--- src/rtl/pg_loader_pkg.sv ---
// Shared definitions for the UART program loader.
// Checksum check is built in when PG_LOADER_CKSUM_EN is defined.
package pg_loader_pkg;

    typedef enum logic [2:0] {
        F_IDLE,
        F_LEN_LO,
        F_LEN_HI,
        F_DAT_LO,
        F_DAT_HI,
        F_CKSUM,
        F_DONE,
        F_ERR
    } frame_state_t;

    localparam logic [7:0] SYNC_BYTE = 8'hA5;
    localparam int unsigned CKSUM_W = 8;

    function automatic logic frame_active(input frame_state_t s);
        return !(s == F_IDLE || s == F_DONE || s == F_ERR);
    endfunction

endpackage

--- src/rtl/pg_uart_rx.sv ---
// 8N1 UART receiver with 2-flop synchronizer and framing-error flag.
module pg_uart_rx #(
    parameter int unsigned DIV = 86
) (
    input  logic       clk_i,
    input  logic       rst_i,
    input  logic       rx_i,
    output logic [7:0] byte_o,
    output logic       byte_valid_o,
    output logic       frame_err_o
);
    typedef enum logic [1:0] {RX_IDLE, RX_START, RX_DATA, RX_STOP} rx_state_t;

    localparam int unsigned CW = $clog2(DIV + 1);
    localparam logic [CW-1:0] HALF = CW'(DIV / 2 - 1);
    localparam logic [CW-1:0] FULL = CW'(DIV - 1);

    logic [1:0]    r_sync;
    logic          r_prev;
    rx_state_t     r_state, w_state;
    logic [CW-1:0] r_cnt, w_cnt;
    logic [2:0]    r_bit, w_bit;
    logic [7:0]    r_shift, w_shift;
    logic          r_valid, w_valid;
    logic          r_ferr, w_ferr;
    logic          w_rx;
    logic          w_fall;

    assign w_rx   = r_sync[1];
    assign w_fall = r_prev & ~w_rx;

    always_comb begin
        w_state = r_state;
        w_cnt   = r_cnt;
        w_bit   = r_bit;
        w_shift = r_shift;
        w_valid = 1'b0;
        w_ferr  = 1'b0;
        unique case (r_state)
            RX_IDLE: begin
                if (w_fall) begin
                    w_state = RX_START;
                    w_cnt   = '0;
                end
            end
            RX_START: begin
                if (r_cnt == HALF) begin
                    w_cnt   = '0;
                    w_bit   = '0;
                    w_state = w_rx ? RX_IDLE : RX_DATA;
                end else begin
                    w_cnt = r_cnt + 1'b1;
                end
            end
            RX_DATA: begin
                if (r_cnt == FULL) begin
                    w_cnt   = '0;
                    w_shift = {w_rx, r_shift[7:1]};
                    w_bit   = r_bit + 3'd1;
                    if (r_bit == 3'd7) w_state = RX_STOP;
                end else begin
                    w_cnt = r_cnt + 1'b1;
                end
            end
            RX_STOP: begin
                if (r_cnt == FULL) begin
                    w_cnt   = '0;
                    w_state = RX_IDLE;
                    w_valid = w_rx;
                    w_ferr  = ~w_rx;
                end else begin
                    w_cnt = r_cnt + 1'b1;
                end
            end
            default: w_state = RX_IDLE;
        endcase
    end

    always_ff @(posedge clk_i) begin
        if (rst_i) begin
            r_sync  <= 2'b11;
            r_prev  <= 1'b1;
            r_state <= RX_IDLE;
            r_cnt   <= '0;
            r_bit   <= '0;
            r_shift <= '0;
            r_valid <= 1'b0;
            r_ferr  <= 1'b0;
        end else begin
            r_sync  <= {r_sync[0], rx_i};
            r_prev  <= w_rx;
            r_state <= w_state;
            r_cnt   <= w_cnt;
            r_bit   <= w_bit;
            r_shift <= w_shift;
            r_valid <= w_valid;
            r_ferr  <= w_ferr;
        end
    end

    assign byte_o       = r_shift;
    assign byte_valid_o = r_valid;
    assign frame_err_o  = r_ferr;
endmodule

--- src/rtl/pg_uart_loader.sv ---
// UART frame loader: A5, N(16 LE), N words (LE), optional checksum.
// Define PG_LOADER_CKSUM_EN to enable the trailing checksum check.
module pg_uart_loader
    import pg_loader_pkg::*;
#(
    parameter int unsigned CLK_HZ = 10000000,
    parameter int unsigned BAUD   = 115200
) (
    input  logic        wb_clk_i,
    input  logic        wb_rst_i,
    input  logic        uart_rx_i,
    output logic        pg_rst_o,
    output logic        pg_wen_o,
    output logic [15:0] pg_din_o,
    output logic [15:0] pg_adr_o,
    output logic        pg_done_o,
    output logic        err_o,
    output logic        busy_o
);
    localparam int unsigned DIV = CLK_HZ / BAUD;

    logic [7:0] w_byte;
    logic       w_bv;
    logic       w_ferr;

    pg_uart_rx #(.DIV(DIV)) u_rx (
        .clk_i        (wb_clk_i),
        .rst_i        (wb_rst_i),
        .rx_i         (uart_rx_i),
        .byte_o       (w_byte),
        .byte_valid_o (w_bv),
        .frame_err_o  (w_ferr)
    );

    frame_state_t       r_state, w_state;
    logic [15:0]        r_cnt, w_cnt;
    logic [7:0]         r_lo, w_lo;
    logic [CKSUM_W-1:0] r_sum, w_sum;
    logic [15:0]        r_adr, w_adr;
    logic [15:0]        r_din, w_din;
    logic               r_wen, w_wen;
    logic               r_rst, w_rst;
    logic               r_done, w_done;
    logic               r_err, w_err;
    logic               w_active;
    logic [15:0]        w_len;

    assign w_active = frame_active(r_state);
    assign w_len    = {w_byte, r_cnt[7:0]};

    always_comb begin
        w_state = r_state;
        w_cnt   = r_cnt;
        w_lo    = r_lo;
        w_sum   = r_sum;
        w_adr   = r_adr;
        w_din   = r_din;
        w_wen   = 1'b0;
        w_rst   = 1'b0;
        w_done  = r_done;
        w_err   = r_err;
        // address advances on the cycle after the write strobe
        if (r_wen) w_adr = r_adr + 16'd1;
        if (w_bv) begin
            unique case (r_state)
                F_IDLE, F_DONE, F_ERR: begin
                    if (w_byte == SYNC_BYTE) begin
                        w_state = F_LEN_LO;
                        w_rst   = 1'b1;
                        w_done  = 1'b0;
                        w_err   = 1'b0;
                        w_sum   = '0;
                        w_adr   = '0;
                    end
                end
                F_LEN_LO: begin
                    w_cnt   = {8'h00, w_byte};
                    w_state = F_LEN_HI;
                end
                F_LEN_HI: begin
                    w_cnt = w_len;
                    if (w_len == 16'd0) begin
`ifdef PG_LOADER_CKSUM_EN
                        w_state = F_CKSUM;
`else
                        w_state = F_DONE;
                        w_done  = 1'b1;
`endif
                    end else begin
                        w_state = F_DAT_LO;
                    end
                end
                F_DAT_LO: begin
                    w_lo    = w_byte;
                    w_sum   = r_sum + w_byte;
                    w_state = F_DAT_HI;
                end
                F_DAT_HI: begin
                    w_din = {w_byte, r_lo};
                    w_wen = 1'b1;
                    w_sum = r_sum + w_byte;
                    w_cnt = r_cnt - 16'd1;
                    if (r_cnt == 16'd1) begin
`ifdef PG_LOADER_CKSUM_EN
                        w_state = F_CKSUM;
`else
                        w_state = F_DONE;
                        w_done  = 1'b1;
`endif
                    end else begin
                        w_state = F_DAT_LO;
                    end
                end
                F_CKSUM: begin
`ifdef PG_LOADER_CKSUM_EN
                    if (w_byte == r_sum) begin
                        w_state = F_DONE;
                        w_done  = 1'b1;
                    end else begin
                        w_state = F_ERR;
                        w_err   = 1'b1;
                    end
`else
                    w_state = F_IDLE;
`endif
                end
                default: w_state = F_IDLE;
            endcase
        end else if (w_ferr && w_active) begin
            w_state = F_ERR;
            w_err   = 1'b1;
        end
    end

    always_ff @(posedge wb_clk_i) begin
        if (wb_rst_i) begin
            r_state <= F_IDLE;
            r_cnt   <= '0;
            r_lo    <= '0;
            r_sum   <= '0;
            r_adr   <= '0;
            r_din   <= '0;
            r_wen   <= 1'b0;
            r_rst   <= 1'b0;
            r_done  <= 1'b0;
            r_err   <= 1'b0;
        end else begin
            r_state <= w_state;
            r_cnt   <= w_cnt;
            r_lo    <= w_lo;
            r_sum   <= w_sum;
            r_adr   <= w_adr;
            r_din   <= w_din;
            r_wen   <= w_wen;
            r_rst   <= w_rst;
            r_done  <= w_done;
            r_err   <= w_err;
        end
    end

    assign pg_rst_o  = r_rst;
    assign pg_wen_o  = r_wen;
    assign pg_din_o  = r_din;
    assign pg_adr_o  = r_adr;
    assign pg_done_o = r_done;
    assign err_o     = r_err;
    assign busy_o    = w_active;
endmodule

--- config.mk ---
export PLATFORM = sky130hd
export DESIGN_NAME = pg_uart_loader
export DESIGN_NICKNAME = d
export VERILOG_FILES = /design/src/rtl/pg_loader_pkg.sv /design/src/rtl/pg_uart_rx.sv /design/src/rtl/pg_uart_loader.sv
export SDC_FILE = /design/constraint.sdc
export NUM_CORES = 1
export LEC_CHECK = 0
export CORE_UTILIZATION = 25
export CTS_BUF_LIST = sky130_fd_sc_hd__clkbuf_2 sky130_fd_sc_hd__clkbuf_4 sky130_fd_sc_hd__clkbuf_8
export DETAILED_ROUTE_END_ITERATION = 16
export GPL_ROUTABILITY_DRIVEN = 0
export MAX_ROUTING_LAYER = met4
export PLACE_DENSITY = 0.43
export SYNTH_ARGS = -nofsm -noshare
export SYNTH_HDL_FRONTEND = slang
export SYNTH_HIERARCHICAL = 1
export SYNTH_SLANG_ARGS = --single-unit
--- constraint.sdc ---
create_clock -name wb_clk_i -period 2.3 [get_ports wb_clk_i]
set_clock_uncertainty 0.2 [all_clocks]
set_input_delay 0.575 -clock wb_clk_i [delete_from_list [all_inputs] [get_ports wb_clk_i]]
set_output_delay 0.575 -clock wb_clk_i [all_outputs]
set_load 0.05 [all_outputs]
== Word level (Yosys, flattened, before mapping) ==
Index checks and enable logic that the tools add are counted.
Cells by class
  add/sub/neg operators: 4
  bitwise logic cells: 7
  eq/ne operators: 26
  reductions and logical operators: 27
  multiplexer cells: 34
Operators with widths (count)
  $mux W16: 4
  $pmux W16 S3: 1
  $mux W3: 7
  $mux W7: 3
  $pmux W7 S3: 1
  $pmux W3 S6: 1
  $add A16 B1 Y16 const B: 1
  $eq A16 B1 Y1 const B: 1
  $logic_not A16 Y1: 1
  $sub A16 B1 Y16 const B: 1
  $eq A3 B3 Y1 const B: 5
  $mux W2: 6
  $ne A2 B1 Y1 const B: 5
  $ne A2 B2 Y1 const B: 5
  $reduce_and A2 Y1: 5
  $reduce_and A5 Y1: 2
  $reduce_and A3 Y1: 3
  $reduce_or A3 Y1: 3
  $eq A8 B8 Y1 const B: 1
  $mux W1: 8
  $pmux W2 S4: 1
  $add A7 B1 Y7 const B: 1
  $eq A7 B6 Y1 const B: 1
  $eq A7 B7 Y1 const B: 1
  18 further kinds: 30
Word-level totals
  word-level logic and storage cells: 116
  register bits: 88
  input bits: 3

== Longest topological paths before layout ==
  depth in word-level cells: 7
  gate-level depth with buffers: 7

== Modules after synthesis ==
Netlist, hierarchy kept.
Modules (own cells, without submodules)
  pg_uart_loader: cells each 382, seq. area each 1261.2 um^2, instances 1, area each 3065.4 um^2
  pg_uart_rx: cells each 124, seq. area each 500.5 um^2, instances 1, area each 1163.6 um^2

== Worst setup path after synthesis ==
No wires, ideal clock.
  kind: register to register
  from: register r_wen, in the netlist pg_wen_o
  to: register r_adr[15], in the netlist pg_adr_o[15]
  arrival time: 2.053 ns
  cell stages (with the launch flop): 6
  path slack: -0.023 ns
  period minus slack after synthesis: 2.323 ns
  cells stage by stage: dfxtp_1 -> buf_4 -> nand3_2 -> or4_1 -> or4_1 -> a21oi_1
Between the ends
  cells in the longest elaborated chain, start to end: 4
RTL lines
  start, declared: RTL line pg_uart_loader.sv:41  | logic r_wen, w_wen;
  start signal, assigned: RTL line pg_uart_loader.sv:154  | r_wen <= w_wen;
  $mux W16 *: RTL line pg_uart_loader.sv:63  | if (r_wen) w_adr = r_adr + 16'd1;
  $mux W16: RTL line pg_uart_loader.sv:67  | if (w_byte == SYNC_BYTE) begin
  $mux W16: RTL line pg_uart_loader.sv:65  | unique case (r_state)
  $mux W16 *: RTL line pg_uart_loader.sv:64  | if (w_bv) begin
  end signal, assigned: RTL line pg_uart_loader.sv:152  | r_adr <= w_adr;
  end, declared: RTL line pg_uart_loader.sv:39  | logic [15:0] r_adr, w_adr;
Mark *: on every way between the ends. The rest lies on a longest branch, timed or not.
A chain may end at the register's enable or synchronous reset.

==> flow_metrics.env <==
export IMPL_dieHeight_um=132.1
export IMPL_stdcell_count=783
export IMPL_synth_area_mm2=0.004229
export IMPL_cp_end_kind="primary output"
export IMPL_cts_root_buf="clkbuf_8"
export IMPL_reg2reg_slack_ps=160
export IMPL_worst_r2r_path_depth=4
export IMPL_hold_path_end="u_rx/r_sync[1]"
export IMPL_yosys_most_used_dff="dfxtp_1"
export IMPL_antennaDiodeCount=0
export IMPL_hold_ws_ps=218.3
export IMPL_cts_path_max_buffers=2
export IMPL_wl_per_cell_um=14.53
export IMPL_critPathKind="reg -> out"
export IMPL_wl_met2_um=5238
export IMPL_ant_nets=0
export IMPL_critPathMaxFanout=5
export IMPL_synth_seq_area_share=0.4166
export IMPL_grt_pass1_wl_um=19040
export IMPL_yosys_register_bits=88
export IMPL_viasPerCell=4.784
export IMPL_pin_count=40
export IMPL_rows=47
export IMPL_final_nets=569
export IMPL_synth_edf_count=0
export IMPL_synthArstFlopShare=0
export IMPL_first_pass_iters=4
export IMPL_wl_met3_um=317
export IMPL_dr_max_layer_used="met4"
export IMPL_path_clk_slew_ps=100
export IMPL_antenna_found_initial=0
export IMPL_tritoncts_num_buffers=9
export IMPL_synth_warning_count=6
export IMPL_syn_avg_cell_area_um2=8.358
export IMPL_power_leakage_nw=1.889
export IMPL_outcome="complete, no violations"
export IMPL_grt_max_degree=37
export IMPL_crit_required_ps=1520
export IMPL_yosysMostFrequentCell="dfxtp_1"
export IMPL_grt_total_usage=0.1400
export IMPL_synth_area_leaders="dfxtp_1 42%, a21oi_1 6.9%, nand2_1 6.5%, nor2_1 3.6%, ha_1 2.4%"
export IMPL_grt_pass1_vias=3648
export IMPL_drv_slew=0
export IMPL_drive_gt1_frac=0.1652
export IMPL_cts_htree_levels=3
export IMPL_synth_top_area_share=0.4166
export IMPL_finalSetupViolCount=0
export IMPL_hold_start="u_rx/r_sync[0]"
export IMPL_syn_inst=506
export IMPL_wl_um=11380
export IMPL_area_growth_pct=21.86
export IMPL_dpl_worst_slack_ps=120.1
export IMPL_rsz0062_at_grt="true"
export IMPL_vias=3746
export IMPL_met1_length_um=5715
export IMPL_cts_sinks=88
export IMPL_io_buffers=39
export IMPL_grt_overflow=0
export IMPL_start_util=0.2559
export IMPL_worstMarginPinSlew_ps=690.2
export IMPL_yosysTopAreaCell="dfxtp_1"
export IMPL_fmax_mhz=448.1
export IMPL_start_kind="flop"
export IMPL_die_x_um=132.1
export IMPL_dp_hpwl_um=7974
export IMPL_final_core_util=0.3119
export IMPL_ir_drop_uv=236.1
export IMPL_worst_slack_ps=68.27
export IMPL_place_inst=767
export IMPL_cts_tree="built"
export IMPL_period_needed_ps=2232
export IMPL_syn_nets=517
export IMPL_min_path_cells=1
export IMPL_drv_cap=0
export IMPL_min_period_over_period=0.9703
export IMPL_slew_headroom=0.5388
export IMPL_clock_latency_ps=370
export IMPL_hold_path_class="reg -> reg"
export IMPL_regToRegStartpoint="u_rx/byte_o[3]"
export IMPL_worstPathArrival_ps=1460
export IMPL_die_area_mm2=0.01744
export IMPL_core_area_mm2=0.01652
export IMPL_hold_viol=0
export IMPL_reg2reg_to="pg_adr_o[3]"
export IMPL_ys_top_cells_by_count="88 x dfxtp_1, 73 x nand2_1, 58 x a21oi_1"
export IMPL_drtIter0Drc=238
export IMPL_drc=0
export IMPL_power_density_mw_per_mm2=542.2
export IMPL_synth_cell_types=70
where the power goes:
group / switching [W] / internal (W)
sequential: 0.00000710 / 0.00153
clock: 0.000614 / 0.000549
combinational: 0.0000618 / 0.0000342
metal layers:
metal  vias to the layer above  track usage
li1                       1914            -
met1                      1768       0.1810
met2                        54       0.2178
met4                         0      0.04716
met3                        10      0.02730
met5                         -            -
critical path, stage by stage (launching register included):
cell	delay, ps
dfxtp_1	360
or3_4	390
and2_4	190
buf_12	150
what timing repair did:
action,4_1_cts,5_1_grt
hold buffers,0,0
buffers inserted,0,0
endpoints found under the hold margin,0,0
pin swaps,0,0
gates resized for setup,19,5
setup endpoints to repair,17,4
logic make-up after synthesis:
kind of cell,after synthesis,synth area share
and+or+nand+nor,222,0.2820
AOI/OAI and AO/OA,121,0.1805
DFF,88,0.4166
buffers and inverters,44,0.04704
xor gates and xnor gates,14,0.02899
muxes,9,0.02130
adders and majority gates,8,0.02367
worst max-delay path by stage:
| stage | from | endpoint | slack, ps | depth (start not counted) |
|---|---|---|---|---|
| 2_1_floorplan | pg_adr_o[4] | pg_adr_o[15] | 50 | 4 |
| 3_3_place_gp | r_cnt[0] | r_cnt[8] | 190 | 6 |
| 3_5_place_dp | r_cnt[0] | r_state[2] | 120 | 6 |
| 4_1_cts | pg_rst_o | pg_rst_o | 0.4 | 1 |
| 5_1_grt | r_state[0] | busy_o | -6 | 3 |
| 6_report | r_state[2] | busy_o | 70 | 3 |
flip-flops by register name, indices dropped and copies added, names as in the netlist, named ones only:
register	flops
pg_rst_o	1
u_rx/r_sync	2
pg_wen_o	1
u_rx/byte_valid_o	1
r_cnt	16
u_rx/r_state	1
u_rx/byte_o	8
err_o	1
u_rx/r_prev	1
pg_adr_o	16
u_rx/r_bit	3
pg_din_o	16
r_state	3
r_lo	8
u_rx/r_cnt	7
pg_done_o	1
u_rx/frame_err_o	1
metrics by stage:
| stage | cell area, um2 | total power, W | TNS [ps] |
|---|---|---|---|
| floorplan | 4230 | 0.001630 | 0 |
| global placement | 4936 | 0.001664 | 0 |
| detailed placement | 4936 | 0.001665 | 0 |
| CTS | 5134 | 0.002856 | 0 |
| global route | 5154 | 0.002943 | -5.553 |
| finish | 5154 | 0.002794 | 0 |
area by class of cell:
cell class                      count  area [um2]
Timing Repair Buffer               68       548.0
Fill cell                        1729       11370
Inverter                           17       63.81
Clock buffer                       10       137.6
Tap cell                          220       275.3
Sequential cell                    88        1765
Multi-Input combinational cell    374        2287
Clock inverter                      6       76.32
placed cells by master, fill, tap and decap left out, types with 2 or more instances in the layout:
master / count
clkinv_4: 3
and2_0: 2
nor2_1: 40
or4_1: 7
a21o_1: 4
dfxtp_2: 3
a211oi_1: 4
or2_2: 4
inv_1: 16
a32oi_1: 3
nand4_1: 14
nand3_1: 12
ha_1: 8
o32ai_1: 8
dfxtp_1: 85
nand2_1: 73
o31ai_1: 2
clkbuf_8: 10
buf_4: 48
a311oi_1: 2
nor3_1: 19
xor2_1: 5
dlygate4sd2_1: 16
nand3b_1: 3
and4_1: 3
o21ai_0: 13
o21a_1: 2
a21oi_1: 58
nand2b_1: 5
xnor2_1: 9
o21bai_1: 2
or4_4: 2
nor2b_1: 6
o21ai_1: 2
nor4_4: 2
o22ai_1: 5
mux2i_1: 9
nor3b_1: 5
a22oi_1: 4
nor4_1: 7
No activity file was read; power rests on OpenSTA's default activity.
